==> src/rtl/regbank_rr_arbiter.sv <==
// regbank_rr_arbiter: round-robin write arbiter in front of a small register bank.
// NREQ requesters compete for one write port; at most one write commits per
// cycle, and the winner sees a registered one-cycle grant in the same cycle its
// write shows up on regs_q.
// Optional feature: define REGARB_LOCK_EN to add the lock input, which lets the
// current grant holder keep ownership for back-to-back writes.
module regbank_rr_arbiter #(
    parameter int NREQ = 3,
    parameter int NREG = 3,
    parameter int W    = 8,
    parameter int AW   = 2
) (
    input  logic                 clk,
    input  logic                 rst,
    input  logic [NREQ-1:0]      req,
    input  logic [NREQ*AW-1:0]   addr,
    input  logic [NREQ*W-1:0]    wdata,
`ifdef REGARB_LOCK_EN
    input  logic [NREQ-1:0]      lock,
`endif
    output logic [NREQ-1:0]      gnt,
    output logic                 err,
    output logic                 busy,
    output logic [NREG*W-1:0]    regs_q
);

    localparam int PW = (NREQ > 1) ? $clog2(NREQ) : 1;
    localparam logic [PW-1:0] LAST = PW'(NREQ - 1);

    logic [NREQ-1:0]          r_gnt;
    logic                     r_err;
    logic                     r_busy;
    logic [PW-1:0]            r_ptr;
    logic [NREG-1:0][W-1:0]   r_regs;

    logic [NREQ-1:0]          w_elig;
    logic                     w_found;
    logic [PW-1:0]            w_win;
    logic [AW-1:0]            w_addr;
    logic [W-1:0]             w_data;
    logic                     w_addr_ok;
    int                       w_best;
    int                       w_dist;

    // Eligibility: last cycle's winner sits out one cycle, unless it holds the lock.
`ifdef REGARB_LOCK_EN
    logic w_own;
    always_comb begin
        w_own  = |(r_gnt & lock & req);
        w_elig = w_own ? (req & r_gnt) : (req & ~r_gnt);
    end
`else
    always_comb begin
        w_elig = req & ~r_gnt;
    end
`endif

    // Winner = eligible requester at the smallest circular distance from ptr;
    // its address and data are muxed out alongside.
    always_comb begin
        w_best = NREQ;
        w_dist = 0;
        w_win  = '0;
        w_addr = '0;
        w_data = '0;
        for (int i = 0; i < NREQ; i++) begin
            w_dist = (i + NREQ - int'(r_ptr)) % NREQ;
            if (w_elig[i] && (w_dist < w_best)) begin
                w_best = w_dist;
                w_win  = PW'(i);
                w_addr = addr[i*AW +: AW];
                w_data = wdata[i*W +: W];
            end
        end
        w_found   = (w_best < NREQ);
        w_addr_ok = (int'(w_addr) < NREG);
    end

    // Grant, status and round-robin pointer; pointer moves just past the winner.
    always_ff @(posedge clk) begin
        if (rst) begin
            r_gnt  <= '0;
            r_err  <= 1'b0;
            r_busy <= 1'b0;
            r_ptr  <= '0;
        end else if (w_found) begin
            for (int i = 0; i < NREQ; i++) begin
                r_gnt[i] <= (PW'(i) == w_win);
            end
            r_busy <= 1'b1;
            r_err  <= ~w_addr_ok;
            r_ptr  <= (w_win == LAST) ? '0 : w_win + 1'b1;
        end else begin
            r_gnt  <= '0;
            r_busy <= 1'b0;
            r_err  <= 1'b0;
        end
    end

    // Register bank: granted in-range write commits on the same edge as its grant.
    always_ff @(posedge clk) begin
        if (rst) begin
            r_regs <= '0;
        end else if (w_found && w_addr_ok) begin
            for (int j = 0; j < NREG; j++) begin
                if (int'(w_addr) == j) begin
                    r_regs[j] <= w_data;
                end
            end
        end
    end

    assign gnt    = r_gnt;
    assign err    = r_err;
    assign busy   = r_busy;
    assign regs_q = r_regs;

endmodule

==> config.mk <==
export PLATFORM = sky130hd
export DESIGN_NAME = regbank_rr_arbiter
export DESIGN_NICKNAME = d
export VERILOG_FILES = /design/src/rtl/regbank_rr_arbiter.sv
export SDC_FILE = /design/constraint.sdc
export NUM_CORES = 1
export LEC_CHECK = 0
export ABC_AREA = 1
export CAP_MARGIN = 20
export CELL_PAD_IN_SITES_DETAIL_PLACEMENT = 0
export CELL_PAD_IN_SITES_GLOBAL_PLACEMENT = 2
export CORE_ASPECT_RATIO = 0.75
export CORE_MARGIN = 3
export CORE_UTILIZATION = 26
export CTS_BUF_LIST = sky130_fd_sc_hd__clkbuf_8
export DETAILED_ROUTE_END_ITERATION = 16
export PLACE_DENSITY_LB_ADDON = 0.15
export SYNTH_ARGS = -nofsm -noshare
export SYNTH_HDL_FRONTEND = slang
export SYNTH_SLANG_ARGS = --single-unit
==> constraint.sdc <==
create_clock -name clk -period 5.8 [get_ports clk]
set_input_delay 1.16 -clock clk [delete_from_list [all_inputs] [get_ports clk]]
set_output_delay 1.16 -clock clk [all_outputs]
set_load 0.05 [all_outputs]
## Word level (Yosys, flattened, before mapping)

Index checks and enable logic that the tools add are counted.

- Flip-flop bits (word level): 31
- Memories: 0
- Memory bits (read-only): 0
- Logic and storage cells: 51
- Bits of input ports: 35
- Memory bits (writable): 0
- Bits in latches: 0

- Multipliers: 0
- Mux-type cells: 13
- Equality and inequality tests: 5
- Shifts and indexed selects: 0
- Add/sub/neg operators: 4
- Order comparisons: 5
- Reduce and logical (&&, ||, !) cells: 10
- Divide/modulo/power cells: 3
- Bitwise gates (word level): 4

Operator list:

| cell | count |
|---|---|
| $mod A32 B3 Y32 const B | 3 |
| $mux W32 | 3 |
| $lt A32 B3 Y1 const B | 2 |
| $lt A32 B32 Y1 | 2 |
| $mux W8 | 3 |
| $mux W2 | 5 |
| $sub A3 B2 Y4 const A | 2 |
| $eq A2 B2 Y1 const B | 3 |
| $reduce_and A2 Y1 | 3 |
| $logic_and A1 B1 Y1 | 4 |
| $logic_not A2 Y1 | 2 |
| $and A3 B3 Y3 | 1 |
| $not A3 Y3 | 1 |
| $sub A2 B2 Y3 const A | 1 |
| $add A2 B1 Y2 const B | 1 |
| $eq A1 B2 Y1 const A | 1 |
| $eq A2 B2 Y1 const A | 1 |
| $lt A2 B2 Y1 const B | 1 |
| $mux W1 | 2 |
| $not A1 Y1 | 2 |
| $reduce_or A2 Y1 | 1 |

## Logic depth before layout (Yosys ltp)

Gate-level depths: netlist (run 1).

- Depth after elaboration: 14
- Mapped depth: 36
- Gate-level depth less buffers: 34

## Worst setup path before layout (run 1)

OpenSTA, ideal clock, no wires.

- Kind: input port to flip-flop
- From: input port req[0]
- To: register r_regs, in the netlist regs_q[18]
- Arrival: 4.370 ns
- Path buffers: 3
- Setup slack: 1.314 ns
- Stages on the path: 28
- Path through: nand2_1 nor2_1 ha_1 nor2_1 nand2_1 nor2_1 nand2_1 nand2_2 nand2_4 inv_2 clkbuf_1 nand2_1 ha_1 a21oi_1 nand2_1 o21bai_1 a31oi_1 nand2_1 a31oi_1 nand3_2 buf_4 nand4_2 nand2_4 nor2_8 buf_6 nand3_1 nand2_1 nor2_1

- Word-level cells in the longest chain between the ends: 12
- Elaborated cells between the ends (all ways): 20

RTL lines:

| what | line | text |
|---|---|---|
| from (decl) | 15 | `input logic [NREQ-1:0] req,` |
| $and A3 B3 Y3 * | 54 | `w_elig = req & ~r_gnt;` |
| $logic_and A1 B1 Y1 * | 68 | `if (w_elig[i] && (w_dist < w_best)) begin` |
| $mux W32 | 68 |  |
| $lt A32 B32 Y1 | 68 |  |
| $logic_and A1 B1 Y1 | 68 |  |
| $mux W32 | 68 |  |
| $lt A32 B32 Y1 | 68 |  |
| $logic_and A1 B1 Y1 | 68 |  |
| $mux W32 or $mux W2 (tied branches) | 68 |  |
| $lt A32 B3 Y1 or $lt A2 B2 Y1 (tied branches) | 75, 76 |  |
| $logic_and A1 B1 Y1 | 104 | `end else if (w_found && w_addr_ok) begin` |
| $reduce_and A2 Y1 (no source line) | -- |  |
| to (signal, indexed assignment) | 107 | `r_regs[j] <= w_data;` |
| to (decl) | 34 | `logic [NREG-1:0][W-1:0] r_regs;` |

Every way passes the cells marked *; elsewhere a longest branch is shown, timed or not.
A chain may end at the register's enable or synchronous reset.

## Worst setup path in the final report (run 1)

- From: input port req[0]
- To: register r_regs, in the netlist regs_q[17]

Same word-level chain as after synthesis.

==> results of run 1 <==
==> final cells by class <==
cell class                 instances  area [um2]  area share (%)
sequential                        31       620.6           19.49
timing repair buffer              69       675.6           21.22
clock buffer                       6       82.58           2.593
inverter                          39       146.4           4.597
multi-input combinational        276        1489           46.76
tap                              108       135.1           4.244
clock inverter                     2       35.03           1.100
==> how the worst max path moves through the flow <==
stage	startpoint	end	cells after the start
after CTS	req[0]	regs_q[17]	28
after global routing	req[0]	regs_q[5]	28
final	req[0]	regs_q[17]	28
after floorplan	req[0]	regs_q[18]	28
after global placement	req[0]	regs_q[7]	28
after detailed placement	req[0]	regs_q[17]	28
==> cell families after synthesis <==
logic type	after synthesis	share of synthesized area, %
DFF	31	26.29
adders and majority gates	21	11.13
buffers and inverters	54	10.65
AOI/OAI and AO/OA	41	9.168
and+or+nand+nor	214	42.77
==> per-stage QoR <==
step                hold WS (ns)  worst slack [ns]
finish                    0.4804            0.7808
global route              0.5098            0.2082
CTS                       0.4865            0.7640
detailed placement        0.4687            0.4750
global placement          0.4684            0.6266
floorplan                 0.5142             1.314
==> registers in the layout, indices dropped and copies added, names as in the netlist <==
register  flops
busy          1
regs_q       24
r_ptr         2
err           1
gnt           3
==> power by group through the flow <==
stage	sequential (mW)	clock, mW	combinational [mW]
5_1_grt	0.313	0.238	1.91
6_report	0.306	0.223	1.69
4_1_cts	0.308	0.230	1.70
2_1_floorplan	0.477	0	1.23
3_3_place_gp	0.312	0	1.70
3_5_place_dp	0.312	0	1.69
==> synthesized netlist by cell type, types with 3 or more instances <==
library cell	number	area share (%)
nand4_1	9	2.4
nand3_2	3	1.3
inv_2	11	1.7
nor2_1	38	6.0
nand2_1	103	16
dfxtp_1	31	26
a21oi_1	31	6.6
inv_1	26	4.1
buf_2	3	0.64
ha_1	21	11
nand3_1	45	9.5
o21ai_0	4	0.85
buf_6	5	2.4
nand2_4	4	1.9
nand2_2	5	1.3
clkbuf_1	5	0.79
==> tightest hold or removal path, stage by stage, from the launching register on <==
cell and delay, ns:
dfxtp_1 0.32, a21oi_1 0.04, nor2_1 0.08
==> placed cells by master (no fill, tap or decap), types with 6 or more instances in the layout <==
master / Yosys / layout
dfxtp_1: 31 / 31
nand2_1: 103 / 103
inv_1: 26 / 26
a21oi_1: 31 / 31
nand3_1: 45 / 45
nand4_1: 9 / 9
clkbuf_8: 0 / 6
nor2_1: 38 / 38
inv_2: 11 / 11
ha_1: 21 / 21
buf_4: 2 / 6
clkdlybuf4s50_1: 0 / 63
==> per-layer routing <==
metal | wire length [um] | part of all wire, % | vias to the layer above
li1 | - | - | 1292
met1 | 3770 | 55 | 1062
met2 | 2648 | 38 | 73
met3 | 436 | 6.3 | 6
met4 | 38 | 0.55 | 0
met5 | 0 | 0 | -
==> summary.md, run 1 <==
| Metric | Value |
|---|---|
| Outcome | `complete, no violations` |
| Min cycle time layout | `approximately 5.0 ns` |
| Pwr dens | `695.7 nW/um2` |
| Number of synthesized flops with an enable pin | `0` |
| Warnings from Yosys | `0` |
| Final GP Congestion | `0.8253` |
| Endpoints failing hold | `0` |
| Synth Register Bits | `31` |
| Cell Int Power | `around 950 uW` |
| DRT antenna net count | `0` |
| MaxCap Viol Count | `0` |
| Cts hold-fix bufs | `0` |
| Initial Utilization | `a little over a quarter` |
| First-pass GRT wire length | `~11 mm` |
| Syn_area_per_cell | `6.540 um2` |
| Fillers | `960` |
| Setup Crit Path Kind | `in -> reg` |
| R2r setup slk | `1.00 ns` |
| R2r worst-path depth | `31` |
| Skew-Pair Late Insertion Delay | `0.28 ns` |
| Slew Viols, Final | `0` |
| Synth Instances | `361` |
| Hpwl dp | `5.498 mm` |
| Power after layout | `approximately 2.2 mW` |
| Finished Layout Cells | `between 500 and 600` |
| Logic pwr share | `76.1%` |
| Dpl cell area | `3067 um2` |
| CTS Buffer Depth | `2` |
| Setup Viol. Count Final | `0` |
| DR DRC count | `0` |
| Register area share after synthesis | `26.29%` |
| Routing usage on met1 | `21.06%` |
| Worst rel slew slack | `38.40%` |
| CP delay by family, top | `simple AND/OR/NAND/NOR gates` |
| WHS Endpoint | `regs_q[12]` |
| Total routed wirelength | `6.894 mm` |
| Fraction of layout instances using a drive strength above 1 | `10.17%` |
| Fin util | `36.87%` |
| Clock Skews | `0.002507 ns` |
| Yosys cell types | `28` |
| RR Startpoint | `r_ptr[1]` |
| Setup bufs post-CTS | `0` |
| Count of input and output buffers | `between 60 and 70` |
| Total net switching power | `1.264 mW` |
| Synth async-reset ratio | `0%` |
| RSZ-0062 raised after global routing | `false` |
| CP Launch Type | `input port` |
| # diodes | `0` |
| Grt met3 use | `3.623%` |
| Rows | `29` |
| Detailed-route wire length per cell | `approximately 13 um` |
| H-Tree Depth | `2` |
| Synth-to-layout area growth | `34.87%` |
| Cell Count Post-Placement | `about 520` |
| Sink Count | `31` |
| Met2 Use GR | `20.31%` |
| Reg2Reg Capture Point | `regs_q[17]` |
| Buffers & Inverters on Critical Path | `3` |
| Root buffer cell | `clkbuf_8` |
| Design area | `3184 um2` |
| Post-Syn Nets | `417` |
| NumNets Final | `approximately 480` |
| Total gr overflow | `0` |
| Crit Path Max Fanout | `32` |
| Slowest cell on crit path | `clkdlybuf4s50_1` |
| Period utilization | `86.54%` |
| Hold Path Class | `reg -> reg` |
| Top cell by count, worst path | `nand2_1` |
| Chip width | `around 120 um` |
| IO Count | `between 60 and 70` |
| Register share of total power | `13.8%` |
| Number of global-route vias before repair | `2332` |
| Post-Syn Area | `2361 um2` |
| Critical Path AT | `5.20 ns` |
| CP peak stage delay | `about 0.48 ns` |
| Worst EP required | `5.98 ns` |
| CTS tree | `done` |
| Initial antenna violation count | `0` |
| Hold depth | `2` |
| Largest net degree at the start of global routing | `33` |
| DIE AREA | `10270 um2` |
| Slew @ Worst Pin | `0.9241 ns` |
| Synth Flop Type | `dfxtp_1` |
| Total track usage | `14.08%` |
| Maximum clock rate | `0.1992 GHz` |
| CTS buffer count | `5` |
| Peak VDD IR | `approximately 0.23 mV` |
| First drt pass iteration count | `4` |
| Hold path start | `regs_q[12]` |
| Final setup TNS | `0 ns` |
| Clk pwr share | `a little over 10%` |
| Gr busiest metal | `met1` |
| CP Capture Type | `flip-flop` |
| Die height | `88.53 um` |
| Vias per cell | `4.582` |
| Routed via count | `2433` |
| Leak pwr | `roughly 1.5 nW` |
| Resize count post-CTS | `0` |
| Switching Share | `57.06%` |
| Clk pin slew, worst setup/hold paths | `0.07 ns` |
| Initial drt markers | `117` |
| Core Area | `8636 um2` |
Power figures use the tool's default switching activity.
==> inputs of run 2 (changes only) <==
--- a/config.mk
+++ b/config.mk
@@ -16,2 +16,3 @@
 export DETAILED_ROUTE_END_ITERATION = 16
+export GPL_ROUTABILITY_DRIVEN = 0
 export PLACE_DENSITY_LB_ADDON = 0.15
--- a/constraint.sdc
+++ b/constraint.sdc
@@ -3,2 +3,2 @@
 set_output_delay 1.16 -clock clk [all_outputs]
-set_load 0.05 [all_outputs]
+set_load 0.1 [all_outputs]
==> results of run 2 <==
Same layout as run 1 (identical final DEF). Status: complete, no violations.
Power of run 2 is left out: the tool's default activity adds up to more than one toggle a clock period on the data nets, which glitch-free logic cannot reach.
==> inputs of run 3 (changes only) <==
- CORE_UTILIZATION: 26 -> 28
- PLACE_DENSITY: unset -> 0.94
- PLACE_DENSITY_LB_ADDON: 0.15 -> unset
- clock period: 5.8 -> 5.92 ns (I/O delays scaled with it)
==> summary.md, run 3 (synthesis gave the netlist of run 1 again) <==
| Metric | Value |
|---|---|
| IO Count | `64 (unchanged)` |
| Min cycle time layout | `5.338 ns` |
| Resize count post-CTS | `0 (unchanged)` |
| Fraction of layout instances using a drive strength above 1 | `9.524% (-0.64 points)` |
| Commonest cells after routing, fill and taps aside | `nand2_1 (103), clkdlybuf4s50_1 (63), nand3_1 (45)` |
| Chip width | `112.0 um (-3.5%)` |
| DRT antenna net count | `0 (unchanged)` |
| Worst EP required | `6.10 ns (+0.12 ns)` |
| Root buffer cell | `clkbuf_8` |
| Routing usage on met1 | `22.34% (+1.3 points)` |
| Final setup TNS | `0 ns (unchanged)` |
| Rows | `28 (-3.4%)` |
| DR DRC count | `0 (unchanged)` |
| Number of global-route vias before repair | `2350 (+0.77%)` |
| CTS tree | `done` |
| Initial drt markers | `112 (-4.3%)` |
| Sink Count | `31 (unchanged)` |
| DIE AREA | `9581 um2 (-6.7%)` |
| # diodes | `0 (unchanged)` |
| Slew @ Worst Pin | `just under 1 ns` |
| Worst rel slew slack | `34.40%` |
| Clock Skews | `0.003264 ns (+0.0007578 ns)` |
| Initial antenna violation count | `0 (unchanged)` |
| Synth-to-layout area growth | `33.76%` |
| Grt met3 use | `2.680% (-0.94 points)` |
| Largest register FFs | `24 (unchanged)` |
| Total track usage | `14.60% (+0.52 points)` |
| CTS buffer count | `5 (unchanged)` |
| Skew-Pair Late Insertion Delay | `0.28 ns (about the same)` |
| Hpwl dp | `5.421 mm (-1.4%)` |
| MaxCap Viol Count | `0 (unchanged)` |
| Slew Viols, Final | `0 (unchanged)` |
| RSZ-0062 raised after global routing | `false` |
| Endpoints failing hold | `0 (unchanged)` |
| Commonest non-fill, non-tap cell in the layout | `nand2_1` |
| Routed via count | `2420 (-0.53%)` |
| Setup bufs post-CTS | `0 (unchanged)` |
| Maximum clock rate | `~0.19 GHz` |
| CP Launch Type | `input port` |
| Clk pin slew, worst setup/hold paths | `0.07 ns (about the same)` |
| Critical Path AT | `5.52 ns (+0.32 ns)` |
| CP Capture Type | `flip-flop` |
| Initial Utilization | `29.30% (+2.0 points)` |
| Core Area | `8058 um2 (-6.7%)` |
| First drt pass iteration count | `4 (unchanged)` |
| Outcome | `complete, no violations` |
| Die height | `85.53 um (-3.4%)` |
| Total gr overflow | `0 (unchanged)` |
| Setup Crit Path Kind | `in -> reg` |
| Setup Viol. Count Final | `0 (unchanged)` |
| Vias per cell | `4.610 (+0.60%)` |
| Met2 Use GR | `21.33% (+1.0 points)` |
| First-pass GRT wire length | `11.45 mm (+0.25%)` |
| Gr busiest metal | `met1` |
| CTS Buffer Depth | `2 (unchanged)` |
| Detailed-route wire length per cell | `13.08 um (+0.76%)` |
| H-Tree Depth | `2 (unchanged)` |
| Hold Path Class | `reg -> reg` |
| Crit Path Max Fanout | `19 (-41%)` |
| Period utilization | `90.17%` |
| NumNets Final | `475 (-0.63%)` |
| Count of input and output buffers | `63 (unchanged)` |
| Cts hold-fix bufs | `0 (unchanged)` |
| Largest net degree at the start of global routing | `33 (unchanged)` |
| Total routed wirelength | `6.868 mm (-0.38%)` |
## run 3: cell types whose count changed in the layout (fill, tap and decap cells not counted)
cell / change
buf_4: -3
## run 3: per-stage QoR
step	hold WS, ns	util, %	cell area, um2	worst slack [ns]	cells
2_1_floorplan	0.5142	-	2361	1.405	361
3_3_place_gp	0.4680	37.73	3040	0.4023	517
3_5_place_dp	0.4753	37.73	3040	0.3212	517
4_1_cts	0.4914	39.19	3158	0.6078	525
5_1_grt	0.5060	39.19	3158	0.01434	525
6_report	0.4865	39.19	3158	0.5817	525
## run 3: area by class of cell
cell class,instances,area (um2)
Sequential cell,31,620.6
Clock inverter,2,35.03
Multi-Input combinational cell,276,1489
Fill cell,875,4900
Clock buffer,6,82.58
Tap cell,105,131.4
Inverter,39,146.4
Timing Repair Buffer,66,653.1
## run 3: per-layer routing
layer / up-vias / wire length, um
met1: 1062 / 3752
li1: 1286 / -
met5: - / 0
met3: 3 / 334
met2: 69 / 2760
met4: 0 / 21
## run 3: worst paths after layout
kind,startpoint,slack [ns],endpoint,depth (start not counted)
worst max-delay path,req[0],0.58,regs_q[5],28
worst min-delay path,regs_q[12],0.49,regs_q[12],2
worst max register to register,r_ptr[1],0.77,regs_q[5],31
worst min register to register,regs_q[12],0.49,regs_q[12],2
## run 3: critical path, stage by stage
cell and delay, ns:
clkdlybuf4s50_1 0.48, nand2_1 0.09, nor2_1 0.09, ha_1 0.23, nand2_1 0.07, nand2_1 0.05
clkinv_1 0.04, nand2_1 0.05, nand2_2 0.08, nand2_4 0.05, inv_2 0.23, nand3_1 0.17
ha_1 0.39, a21oi_1 0.18, nand2_1 0.08, o21bai_1 0.16, a31oi_1 0.14, nand2_1 0.08
nor2_1 0.11, nand2_1 0.06, nand2_1 0.10, nand3_2 0.27, nand3_2 0.32, nand2_1 0.13
nand2_4 0.23, inv_2 0.18, a21oi_1 0.18, nor2_1 0.06
Power of run 3 is left out for the same reason.
